File: config.mk
export PLATFORM = sky130hd
export DESIGN_NAME = front_panel_io_flat
export DESIGN_NICKNAME = d
export VERILOG_FILES = /design/src/rtl/front_panel_io_if.sv /design/src/rtl/front_panel_io.sv /design/src/flat_wrapper.sv
export SDC_FILE = /design/constraint.sdc
export NUM_CORES = 1
export LEC_CHECK = 0
export BUFFER_PORTS_ARGS = -buffer_cell sky130_fd_sc_hd__buf_2
export CAP_MARGIN = 20
export CORE_MARGIN = 4
export CORE_UTILIZATION = 61
export CTS_CLUSTER_DIAMETER = 100
export DETAILED_ROUTE_END_ITERATION = 8
export PLACE_DENSITY_LB_ADDON = 0.25
export REMOVE_ABC_BUFFERS = 1
export SLEW_MARGIN = 5
export SYNTH_ARGS = -nofsm -noshare
export SYNTH_HDL_FRONTEND = slang
export SYNTH_SLANG_ARGS = --single-unit
File: constraint.sdc
create_clock -name clk -period 2.35 [get_ports clk]
set_input_delay 0.235 -clock clk [delete_from_list [all_inputs] [get_ports clk]]
set_output_delay 0.235 -clock clk [all_outputs]
set_load 0.1 [all_outputs]
File: src/rtl/front_panel_io_if.sv
// Front-panel signal bundle: raw buttons, per-channel mode, debounced/shaped
// outputs and LED drive. Master is the integrating logic, slave is front_panel_io.
interface front_panel_io_if #(
    parameter int unsigned CHANNELS  = 8,
    parameter int unsigned LED_WIDTH = 8
) ();
    logic [CHANNELS-1:0]   btn_raw;
    logic [2*CHANNELS-1:0] mode;
    logic [CHANNELS-1:0]   stable;
    logic [CHANNELS-1:0]   ctrl_out;
    logic [LED_WIDTH-1:0]  led_in;
    logic [LED_WIDTH-1:0]  led_pin;

    modport master (
        output btn_raw, mode, led_in,
        input  stable, ctrl_out, led_pin
    );

    modport slave (
        input  btn_raw, mode, led_in,
        output stable, ctrl_out, led_pin
    );
endinterface

File: src/rtl/front_panel_io.sv
// Push-button/switch front end: per-channel synchronizer, debouncer and
// mode-shaped control output, plus registered polarity-corrected LED drive.
module front_panel_io #(
    parameter int unsigned CHANNELS        = 8,
    parameter int unsigned DEBOUNCE_CYCLES = 16,
    parameter int unsigned LED_WIDTH       = 8,
    parameter int unsigned ACTIVE_LOW_LED  = 1
) (
    input  logic             clk,
    input  logic             rst_n,
    front_panel_io_if.slave  io
);
    localparam int unsigned CW = $clog2(DEBOUNCE_CYCLES + 1);
    localparam logic [CW-1:0] CNT_LAST = CW'(DEBOUNCE_CYCLES - 1);
    localparam logic LED_LOW = (ACTIVE_LOW_LED != 0);
    localparam logic [LED_WIDTH-1:0] LED_OFF = {LED_WIDTH{LED_LOW}};

    typedef enum logic [1:0] {
        MODE_LEVEL   = 2'b00,
        MODE_PRESS   = 2'b01,
        MODE_TOGGLE  = 2'b10,
        MODE_RELEASE = 2'b11
    } mode_e;

    logic [CHANNELS-1:0]  sync1_q, sync2_q;
    logic [CHANNELS-1:0]  stable_q, stable_d;
    logic [CHANNELS-1:0]  toggle_q, toggle_d;
    logic [CHANNELS-1:0]  ctrl_q, ctrl_d;
    logic [CHANNELS-1:0]  rise, fall;
    logic [CW-1:0]        cnt_q [CHANNELS];
    logic [CW-1:0]        cnt_d [CHANNELS];
    logic [LED_WIDTH-1:0] led_q;

    // Debounce: a mismatch must persist DEBOUNCE_CYCLES edges; any agreement restarts the count
    always_comb begin
        stable_d = stable_q;
        for (int i = 0; i < int'(CHANNELS); i++) begin
            cnt_d[i] = '0;
            if (sync2_q[i] != stable_q[i]) begin
                if (cnt_q[i] == CNT_LAST) begin
                    stable_d[i] = sync2_q[i];
                end else begin
                    cnt_d[i] = cnt_q[i] + CW'(1);
                end
            end
        end
    end

    assign rise     = stable_d & ~stable_q;
    assign fall     = ~stable_d & stable_q;
    assign toggle_d = toggle_q ^ rise;

    // Output shaping uses next-state values so pulses land on the same edge as stable
    always_comb begin
        ctrl_d = '0;
        for (int i = 0; i < int'(CHANNELS); i++) begin
            case (mode_e'(io.mode[2*i +: 2]))
                MODE_LEVEL:   ctrl_d[i] = stable_d[i];
                MODE_PRESS:   ctrl_d[i] = rise[i];
                MODE_TOGGLE:  ctrl_d[i] = toggle_d[i];
                MODE_RELEASE: ctrl_d[i] = fall[i];
                default:      ctrl_d[i] = 1'b0;
            endcase
        end
    end

    always_ff @(posedge clk or negedge rst_n) begin
        if (!rst_n) begin
            sync1_q  <= '0;
            sync2_q  <= '0;
            stable_q <= '0;
            toggle_q <= '0;
            ctrl_q   <= '0;
            for (int i = 0; i < int'(CHANNELS); i++) begin
                cnt_q[i] <= '0;
            end
        end else begin
            sync1_q  <= io.btn_raw;
            sync2_q  <= sync1_q;
            stable_q <= stable_d;
            toggle_q <= toggle_d;
            ctrl_q   <= ctrl_d;
            for (int i = 0; i < int'(CHANNELS); i++) begin
                cnt_q[i] <= cnt_d[i];
            end
        end
    end

    // Reset leaves every LED dark regardless of pin polarity
    always_ff @(posedge clk or negedge rst_n) begin
        if (!rst_n) begin
            led_q <= LED_OFF;
        end else begin
            led_q <= LED_LOW ? ~io.led_in : io.led_in;
        end
    end

    assign io.stable   = stable_q;
    assign io.ctrl_out = ctrl_q;
    assign io.led_pin  = led_q;
endmodule

File: src/flat_wrapper.sv
// flat-port wrapper written by rule: the top's interface ports become plain ports
module front_panel_io_flat 
#(
    parameter int unsigned CHANNELS        = 8,
    parameter int unsigned DEBOUNCE_CYCLES = 16,
    parameter int unsigned LED_WIDTH       = 8,
    parameter int unsigned ACTIVE_LOW_LED  = 1
)
  (clk, rst_n, io_btn_raw, io_mode, io_led_in, io_stable, io_ctrl_out, io_led_pin);
  front_panel_io_if #(.CHANNELS(CHANNELS), .LED_WIDTH(LED_WIDTH)) io_i ();
  input  logic clk;
  input  logic rst_n;
  input wire logic [$bits(io_i.btn_raw)-1:0] io_btn_raw;
  input wire logic [$bits(io_i.mode)-1:0] io_mode;
  input wire logic [$bits(io_i.led_in)-1:0] io_led_in;
  output wire logic [$bits(io_i.stable)-1:0] io_stable;
  output wire logic [$bits(io_i.ctrl_out)-1:0] io_ctrl_out;
  output wire logic [$bits(io_i.led_pin)-1:0] io_led_pin;
  assign io_i.btn_raw = io_btn_raw;
  assign io_i.mode = io_mode;
  assign io_i.led_in = io_led_in;
  assign io_stable = io_i.stable;
  assign io_ctrl_out = io_i.ctrl_out;
  assign io_led_pin = io_i.led_pin;
  front_panel_io #(.CHANNELS(CHANNELS), .DEBOUNCE_CYCLES(DEBOUNCE_CYCLES), .LED_WIDTH(LED_WIDTH), .ACTIVE_LOW_LED(ACTIVE_LOW_LED)) u_core (.clk(clk), .rst_n(rst_n), .io(io_i));
endmodule
==> results.yml <==
outcome:
  status: "finished clean"
run:
  max_cap_violations: 0
global_routing:
  grt_max_degree: 48
  antenna_found_initial: 0
  grt_pass1_wl_mm: 11.76
  grt_pass1_vias: 2748
  grt_use_total_pct: 19.36
  gr-total-overflow: 0
routing:
  wl_mm: 6.745
  avgRoutedWirePerCell_um: 13.41
  drtIter0Drc: 110
  dr.pass1.iters: 4
  ant_nets: 0
  drc: 0
  vias: 2784
  vias_per_cell: 5.535
hold_path:
  hp-start: "io_mode[5]"
  min_path_type: "in2reg"
cts:
  cts_tree: "yes"
  cts_max_path_buffers: 2
  postCtsSetupRepairBufs: 0
  path_clk_slew_ns: 0.10
  clkLatencyLatePin_ns: 0.34
  ctsResizeCount: 0
  ctsHoldBuffers: 17
  cts_inserted_buffers: 9
  htree_levels: 3
  root_buffer: "clkbuf_8"
  cts_sinks: 88
timing:
  slew_violations: 0
  fin_skew_ns: 0.01335
  finalHoldViolCount: 0
  relSlewSlack_pct: 61.74
  rsz0062_at_grt: "false"
  whs_ns: 0.1381
  period_share_pct: 69.58
  worst_slack_ns: 0.7149
  tns_ns: 0
  final-setup-viol-count: 0
  max_slew.worst_pin.slew_ns: 0.5739
  period_needed_ns: 1.635
  fmax_mhz: 611.6
synth:
  yosysUniqueCellTypes: 40
  synth.area.top_cells: "dfrtp_1 (52%), xor2_1 (6.8%), dfstp_2 (5.5%)"
  synth.avg_cell_area_um2: 11.36
  synth_top_area_share_pct: 52.12
  yosys.area.top_type: "dfrtp_1"
  yosys_warnings: 0
  syn_area_mm2: 0.003841
  yosys_register_bits: 88
  synth-seq-area-share_pct: 57.59
  postSynthCellCount: 338
power:
  p_leak_nw: 2.546
  p_sw_w: 0.0007282
  power_frac_seq_pct: 57.7
  internal_power_w: 0.002075
  sw_frac_of_total_pct: 25.98
  p_comb_share_pct: 8.6
  clkPwrFrac_pct: 33.7
  ir_worst_vdd_mv: 0.4071
  cellPowerDensity_mw_per_mm2: 610.6
floorplan:
  initial_utilization_pct: 63.75
  rows: 28
  die_area_mm2: 0.007631
  ios: 58
  die_w_um: 87.36
  die_h_um: 87.36
  core-area_mm2: 0.006026
worst_setup_path:
  worstSetupEndpointType: "flop"
  reg2reg_setup_slack_ns: 0.71
  arrival_ns: 1.92
  worstPathMaxFanout: 7
  crit_start: "u_core.cnt_q[10]"
  r2r-start: "u_core.cnt_q[10]"
  cp_data_required_time_ns: 2.64
  critPathKind: "reg2reg"
  start_kind: "flop"
finish:
  antenna_cells: 0
  syn2layout_area_growth_pct: 19.51
  fin_nets: 465
  final_cell_area_mm2: 0.004591
  drive_above_1_share_pct: 21.26
placed_design:
  gp_congestion: 0.8306
  port_buffers: 57
  hpwlAfterDp_mm: 4.680
  dpl_worst_slack_ns: 0.7308
  place_area_mm2: 0.004238
## worst max-delay path, stage by stage, from the launching register on
cell      delay [ns]
dfrtp_1         0.38
ha_1            0.29
nand4b_4        0.17
or4_1           0.49
o311ai_1        0.12
a211o_1         0.15
## per-layer routing
layer | vias to the layer above | GRT usage [%] | share of wire [%]
met5 | - | 0 | 0
met2 | 58 | 32.74 | 51
met3 | 6 | 3.784 | 3.8
met4 | 0 | 7.950 | 1.2
li1 | 1360 | - | -
met1 | 1360 | 24.35 | 44
## cell type report
type	count	area [um2]
Clock buffer	10	137.6
Sequential cell	88	2212
Inverter	11	41.29
Clock inverter	6	45.04
Tap cell	75	93.84
Multi-Input combinational cell	238	1583
Fill cell	370	1435
Timing Repair Buffer	75	478.0
## worst paths after layout
path	to	cells past startpoint
max	u_core.io.ctrl_out[5]	5
min	u_core.io.ctrl_out[2]	2
max reg2reg	u_core.io.ctrl_out[5]	5
min reg2reg	u_core.sync2_q[3]	0
max in group asynchronous	u_core.io.led_pin[1]	3
min in group asynchronous	u_core.io.ctrl_out[2]	2
## power groups by stage
stage | combinational, W | sequential (W) | clock, W
6_report | 0.000241 | 0.00162 | 0.000944
4_1_cts | 0.000244 | 0.00162 | 0.000970
5_1_grt | 0.000271 | 0.00163 | 0.00103
3_3_place_gp | 0.000214 | 0.00164 | 0
3_5_place_dp | 0.000220 | 0.00165 | 0
2_1_floorplan | 0.0000707 | 0.00170 | 0
## through the flow
stage | utilization [%] | cells | total power [W]
final | 76.18 | 503 | 0.002803
after global routing | 76.18 | 503 | 0.002927
after CTS | 76.18 | 503 | 0.002832
after detailed placement | 70.33 | 470 | 0.001868
after global placement | 70.33 | 470 | 0.001858
after floorplan | - | 337 | 0.001766
## logic make-up after synthesis
group / Yosys count / share of synthesized area, %
and+or+nand+nor: 151 / 22.83
DFF: 88 / 57.59
AOI/OAI and AO/OA: 47 / 8.469
xor gates and xnor gates: 32 / 7.296
buffers and inverters: 12 / 1.205
adders and majority gates: 8 / 2.606
## flip-flops by register name, indices dropped and copies added (netlist names)
signal	flops
u_core.cnt_q	40
u_core.io.ctrl_out	8
u_core.io.led_pin	8
u_core.io.stable	8
u_core.sync1_q	8
u_core.sync2_q	8
u_core.toggle_q	8
## placed cells by master, fill, tap and decap left out, types with 6 or more instances in the layout
cell type and count:
nand2_1 46, nor2_1 33, nor2b_1 7, dfstp_2 8
o21ai_0 9, nand2b_1 6, nand3_1 8, a211o_1 6
xor2_1 30, dfrtp_1 80, a31oi_1 14, buf_2 56
dlygate4sd3_1 17, clkbuf_8 10, ha_1 8, inv_1 11
and2_1 10
## cell usage after synthesis, drive strengths merged
master	instances
a21oi	1
nor2b	7
a31oi	14
and4b	6
o31ai	1
nor2	33
o21a	1
dfrtp	80
nor4	2
o22ai	1
a211o	6
a21o	1
ha	8
nand4b	8
nand3b	1
o211ai	5
xnor2	2
o311ai	6
a211oi	1
inv	11
o31a	1
and2	10
nand2b	6
or2	1
or4	5
nor3	4
nand3	8
buf	1
dfstp	8
nor4b	5
and3	6
nor3b	2
o21ai	9
xor2	30
or3b	1
nand2	46
(Power assumes the default switching activity.)
